**config.mk**
```make
export PLATFORM = sky130hd
export DESIGN_NAME = muldiv_seq
export DESIGN_NICKNAME = d
export VERILOG_FILES = /design/src/rtl/muldiv_seq.sv
export SDC_FILE = /design/constraint.sdc
export NUM_CORES = 1
export LEC_CHECK = 0
export ABC_AREA = 0
export BUFFER_PORTS_ARGS = -buffer_cell sky130_fd_sc_hd__buf_2
export CORE_ASPECT_RATIO = 1.1
export CORE_MARGIN = 10
export CORE_UTILIZATION = 45
export CTS_BUF_LIST = sky130_fd_sc_hd__clkbuf_4 sky130_fd_sc_hd__clkbuf_8 sky130_fd_sc_hd__clkbuf_16
export DETAILED_ROUTE_END_ITERATION = 8
export PLACE_DENSITY = 0.76
export RECOVER_POWER = 25
export SYNTH_ARGS = -nofsm -noshare
export SYNTH_HDL_FRONTEND = slang
export SYNTH_SLANG_ARGS = --single-unit
export TNS_END_PERCENT = 1
```
**constraint.sdc**
```tcl
create_clock -name clk -period 3.3 [get_ports clk]
set_input_delay 0.165 -clock clk [delete_from_list [all_inputs] [get_ports clk]]
set_output_delay 0.165 -clock clk [all_outputs]
set_load 0.05 [all_outputs]
```
**src/rtl/muldiv_seq.sv**
```systemverilog
// Iterative multiply/divide engine owning the HI/LO pair: radix-2 shift-add
// multiply and restoring divide, one bit per cycle, then a sign-fix/commit cycle.
module muldiv_seq #(
  parameter int W = 32
) (
  input  logic         clk,
  input  logic         rst_n,
  input  logic         start_i,
  input  logic [1:0]   op_i,
  input  logic [W-1:0] a_i,
  input  logic [W-1:0] b_i,
  input  logic         flush_i,
  input  logic         hi_wr_i,
  input  logic         lo_wr_i,
  input  logic [W-1:0] wdata_i,
  output logic         busy_o,
  output logic         done_o,
  output logic         dz_o,
  output logic [W-1:0] hi_o,
  output logic [W-1:0] lo_o,
  output logic [1:0]   state_o
);

  localparam int CW = $clog2(W);

  typedef enum logic [1:0] {
    S_IDLE = 2'd0,
    S_CALC = 2'd1,
    S_SIGN = 2'd2
  } state_t;

  state_t          state_q, state_d;
  logic            is_div_q, is_div_d;
  logic [CW-1:0]   cnt_q, cnt_d;
  logic [2*W-1:0]  acc_q, acc_d;
  logic [W-1:0]    rem_q, rem_d;
  logic [W-1:0]    opb_q, opb_d;
  logic            neg_q, neg_d;
  logic            rem_neg_q, rem_neg_d;
  logic [W-1:0]    hi_q, hi_d;
  logic [W-1:0]    lo_q, lo_d;
  logic            done_q, done_d;
  logic            dz_q, dz_d;

  logic            signed_op;
  logic [W-1:0]    abs_a, abs_b;
  logic [W:0]      mul_sum, div_shift, div_diff;
  logic [2*W-1:0]  prod_fix;
  logic [W-1:0]    quot_fix, rem_fix;

  assign signed_op = ~op_i[0];
  assign abs_a     = (signed_op && a_i[W-1]) ? -a_i : a_i;
  assign abs_b     = (signed_op && b_i[W-1]) ? -b_i : b_i;

  // acc_q low half holds the multiplier (or dividend/quotient) and shifts out as bits retire
  assign mul_sum   = {1'b0, acc_q[2*W-1:W]} + ({1'b0, opb_q} & {(W+1){acc_q[0]}});
  assign div_shift = {rem_q, acc_q[W-1]};
  assign div_diff  = div_shift - {1'b0, opb_q};

  assign prod_fix  = neg_q ? -acc_q : acc_q;
  assign quot_fix  = neg_q ? -acc_q[W-1:0] : acc_q[W-1:0];
  assign rem_fix   = rem_neg_q ? -rem_q : rem_q;

  always_ff @(posedge clk or negedge rst_n) begin
    if (!rst_n) begin
      state_q   <= S_IDLE;
      is_div_q  <= 1'b0;
      cnt_q     <= '0;
      acc_q     <= '0;
      rem_q     <= '0;
      opb_q     <= '0;
      neg_q     <= 1'b0;
      rem_neg_q <= 1'b0;
      hi_q      <= '0;
      lo_q      <= '0;
      done_q    <= 1'b0;
      dz_q      <= 1'b0;
    end else begin
      state_q   <= state_d;
      is_div_q  <= is_div_d;
      cnt_q     <= cnt_d;
      acc_q     <= acc_d;
      rem_q     <= rem_d;
      opb_q     <= opb_d;
      neg_q     <= neg_d;
      rem_neg_q <= rem_neg_d;
      hi_q      <= hi_d;
      lo_q      <= lo_d;
      done_q    <= done_d;
      dz_q      <= dz_d;
    end
  end

  always_comb begin
    state_d   = state_q;
    is_div_d  = is_div_q;
    cnt_d     = cnt_q;
    acc_d     = acc_q;
    rem_d     = rem_q;
    opb_d     = opb_q;
    neg_d     = neg_q;
    rem_neg_d = rem_neg_q;
    hi_d      = hi_q;
    lo_d      = lo_q;
    done_d    = 1'b0;
    dz_d      = 1'b0;
    case (state_q)
      S_IDLE: begin
        if (flush_i) begin
          state_d = S_IDLE;
        end else if (hi_wr_i || lo_wr_i) begin
          if (hi_wr_i) hi_d = wdata_i;
          if (lo_wr_i) lo_d = wdata_i;
        end else if (start_i) begin
          if (op_i[1] && (b_i == '0)) begin
            done_d = 1'b1;
            dz_d   = 1'b1;
          end else begin
            state_d   = S_CALC;
            is_div_d  = op_i[1];
            cnt_d     = '0;
            acc_d     = {{W{1'b0}}, abs_a};
            rem_d     = '0;
            opb_d     = abs_b;
            neg_d     = signed_op & (a_i[W-1] ^ b_i[W-1]);
            rem_neg_d = signed_op & op_i[1] & a_i[W-1];
          end
        end
      end
      S_CALC: begin
        if (flush_i) begin
          state_d = S_IDLE;
        end else begin
          if (is_div_q) begin
            // Restore when the trial subtraction goes negative
            rem_d = div_diff[W] ? div_shift[W-1:0] : div_diff[W-1:0];
            acc_d = {acc_q[2*W-1:W], acc_q[W-2:0], ~div_diff[W]};
          end else begin
            acc_d = {mul_sum, acc_q[W-1:1]};
          end
          if (cnt_q == CW'(W-1)) state_d = S_SIGN;
          else                   cnt_d   = cnt_q + 1'b1;
        end
      end
      S_SIGN: begin
        state_d = S_IDLE;
        if (!flush_i) begin
          hi_d   = is_div_q ? rem_fix  : prod_fix[2*W-1:W];
          lo_d   = is_div_q ? quot_fix : prod_fix[W-1:0];
          done_d = 1'b1;
        end
      end
      default: state_d = S_IDLE;
    endcase
  end

  assign busy_o  = (state_q != S_IDLE);
  assign done_o  = done_q;
  assign dz_o    = dz_q;
  assign hi_o    = hi_q;
  assign lo_o    = lo_q;
  assign state_o = state_q;

endmodule

```
==> run_results.csv <==
group,metric,value,unit
yosys,netlist_instances,2052,
grt,grt_overflow,0,
die,rows,72,
setup_path,critical_path_arrival,3610,ps
job,cap_violations,0,
grt,grt_max_degree,104,
power_and_ir_drop,p_int,6.90,mW
timing,fin_skew,34.3,ps
timing,finalWorstSetupSlack,122,ps
timing,rsz0062_at_grt,"yes",
clock_network,postCtsSetupBuffers,0,
timing,hold_violations,0,
die,start_util,45.8,%
grt,grt.total_usage,25.5,%
timing,finalMaxSlewViolations,0,
yosys,synthFlopType,"dfrtp_1",
power_and_ir_drop,switchingPower,5.25,mW
setup_path,r2r_slack,120,ps
timing,period_minus_slack,3180,ps
power_and_ir_drop,p_total,12.2,mW
clock_network,clk_latency,560,ps
power_and_ir_drop,irDropWorstVdd,414,uV
power_and_ir_drop,pwr-share-clk,24.7,%
setup_path,crit_path_end_kind,"flip-flop",
timing,setup_viol,0,
die,die_x,201,um
die,core_region_area,35300,um2
clock_network,cts_tree,"yes",
routing,drc_errors,0,
grt,antenna_found_initial,0,
yosys,yosysMostFrequentCell,"nand2_1",
setup_path,crit_path_start,"acc_q[13]$_DFFE_PN0P_",
grt,grt_pass1_vias,16000,
die,die_y,219,um
setup_path,start_kind,"flip-flop",
clock_network,clockBufferDepth,3,
clock_network,htree_levels,1,
placement,dp.cells,2695,
routing,wirelength,57.6,mm
routing,drt_first_pass_iters,6,
grt,grt_pass1_wl,90.7,mm
power_and_ir_drop,leakage,8.85,nW
min_path,hp-start,"b_i[26]",
yosys,yosysTopAreaCellShare,31.6,%
setup_path,crit_required,3730,ps
clock_network,cts_root_buffer,"clkbuf_16",
power_and_ir_drop,swShare,43.2,%
timing,tns,0,ps
power_and_ir_drop,p_per_area,622,nW/um2
power_and_ir_drop,p_comb_share,44.9,%
setup_path,critical_path_class,"flip-flop to flip-flop",
yosys,yosys_warnings,0,
die,ios,173,
clock_network,cts_buffers,25,
placement,pre_cts_slack,53.8,ps
die,dieArea,43900,um2
clock_network,clk_pin_slew,60,ps
yosys,synth_edf_count,0,
power_and_ir_drop,p_seq_share,30.3,%
setup_path,r2r_start,"acc_q[13]$_DFFE_PN0P_",
final_layout,fin_nets,2465,
yosys,synth.distinct_cells,76,
timing,fin_crit_sh,96.3,%
min_path,hp-class,"input port to flip-flop",
yosys,ys_async_sr_fraction,100,%
timing,worstMarginPinSlew,1230,ps
yosys,yosysTopAreaCell,"dfrtp_1",
yosys,synth-seq-cells,204,
status,status,"finished, final reports clean",
yosys,ys_seq_area_share,31.6,%
routing,ant_nets,0,
final_layout,n_antenna_cell,0,
routing,vias,16400,
placement,place.gp.congestion,0.945,
timing,slew_headroom,17.8,%
setup_path,crit_fanout,7,
final_layout,final_cells,2789,
final_layout,final_layout_size_suffix_gt1_share,16.2,%
yosys,avgSynthCellArea,7.88,um2
yosys,syn-num-nets,2228,
final_layout,area_delta_synth_final,20.7,%
routing,drtIter0Drc,1246,
timing,fmax,315,MHz
placement,hpwlAfterDp,45.1,mm
yosys,yosys-top-cells-area,"dfrtp_1 (32%), o21ai_0 (8.0%), nand2_1 (6.2%), xnor2_1 (5.9%), ha_1 (5.4%)",
timing,finalHoldWorstSlack,17.4,ps
routing,vias_per_cell,5.87,
routing,wl_per_cell,20.7,um
placement,io_buffers,172,
clock_network,clkSinkCount,204,
yosys,syn_area,16200,um2
yosys,synth_commonest_cells,"nand2_1 (267), o21ai_0 (257), dfrtp_1 (204)",
-- area by class of cell --
cell class	instances	area (um2)
well taps	481	602
clock inverters	15	211
inverters	68	255
flip-flops and latches	204	5110
fillers	3289	15800
clock buffers	31	696
multi-input cells	1659	10400
repair buffers	331	2230
-- critical path, cell delays in order, from the launching register on --
cell	delay (ps)
dfrtp_1	450
or4_4	540
or3_1	480
nor4b_4	410
nand4_4	170
buf_4	210
o31ai_1	240
xnor2_1	90
o21ai_0	320
nand3_1	130
-- per-layer routing --
layer	wire (um)	track usage [%]
met3	4370	4.14
met1	24700	32.8
met4	1900	8.13
met2	26600	42.9
met5	0	0
-- power groups by stage --
stage               clock, mW  combinational, mW  sequential, mW
floorplan                   0               3.34            3.86
global placement            0               5.25            3.69
detailed placement          0               5.32            3.71
CTS                      3.06               5.39            3.67
global route             3.16               5.99            3.76
finish                   3.00               5.46            3.69
-- worst paths after layout --
kind / end / cells after the start
worst max-delay path: hi_o[19]$_DFFE_PN0P_ / 9
worst min-delay path: opb_q[26]$_DFFE_PN0P_ / 4
worst max register to register: hi_o[19]$_DFFE_PN0P_ / 9
worst min register to register: lo_o[25]$_DFFE_PN0P_ / 1
max in group asynchronous: rem_q[28]$_DFFE_PN0P_ / 3
min in group asynchronous: acc_q[7]$_DFFE_PN0P_ / 2
-- sequential cells by signal, summed over array words and instances (netlist names) --
| register | count |
|---|---|
| cnt_q | 5 |
| rem_neg_q | 1 |
| lo_o | 32 |
| is_div_q | 1 |
| state_o | 2 |
| rem_q | 32 |
| neg_q | 1 |
| hi_o | 32 |
| opb_q | 32 |
| acc_q | 64 |
| done_o | 1 |
| dz_o | 1 |
-- per-stage QoR --
step	area, um2	utilization [%]
2_1_floorplan	16200	-
3_3_place_gp	18100	51.3
3_5_place_dp	18100	51.3
4_1_cts	19500	55.2
5_1_grt	19500	55.3
6_report	19500	55.3
-- placed cells by master (no fill, tap or decap), drive strengths merged, types with 37 or more instances in the layout --
master / count
xor2: 84
dfrtp: 204
o21ai: 261
dlygate4sd3: 48
ha: 70
mux2i: 50
o31ai: 44
nor3: 37
inv: 68
xnor2: 109
nand3: 76
nand2: 267
nor2: 164
buf: 281
a21oi: 143
-- timing repair --
item                       in CTS  in global routing
resized for setup               0                 12
hold endpoints to repair      155                  0
hold buffers                   48                  0
setup endpoints to repair       0                 48
-- logic make-up (layout without fill, tap and decap cells) --
kind of cell               count (synthesis)  after routing  synth area share [%]
muxes                                     52             52                  3.23
and+or+nand+nor                          697            697                  20.1
xor gates and xnor gates                 193            193                  10.4
DFF                                      204            204                  31.6
adders and majority gates                 72             72                  5.66
buffers and inverters                    189            445                  4.49
AOI/OAI and AO/OA                        645            645                  24.5
(Power assumes the default switching activity.)
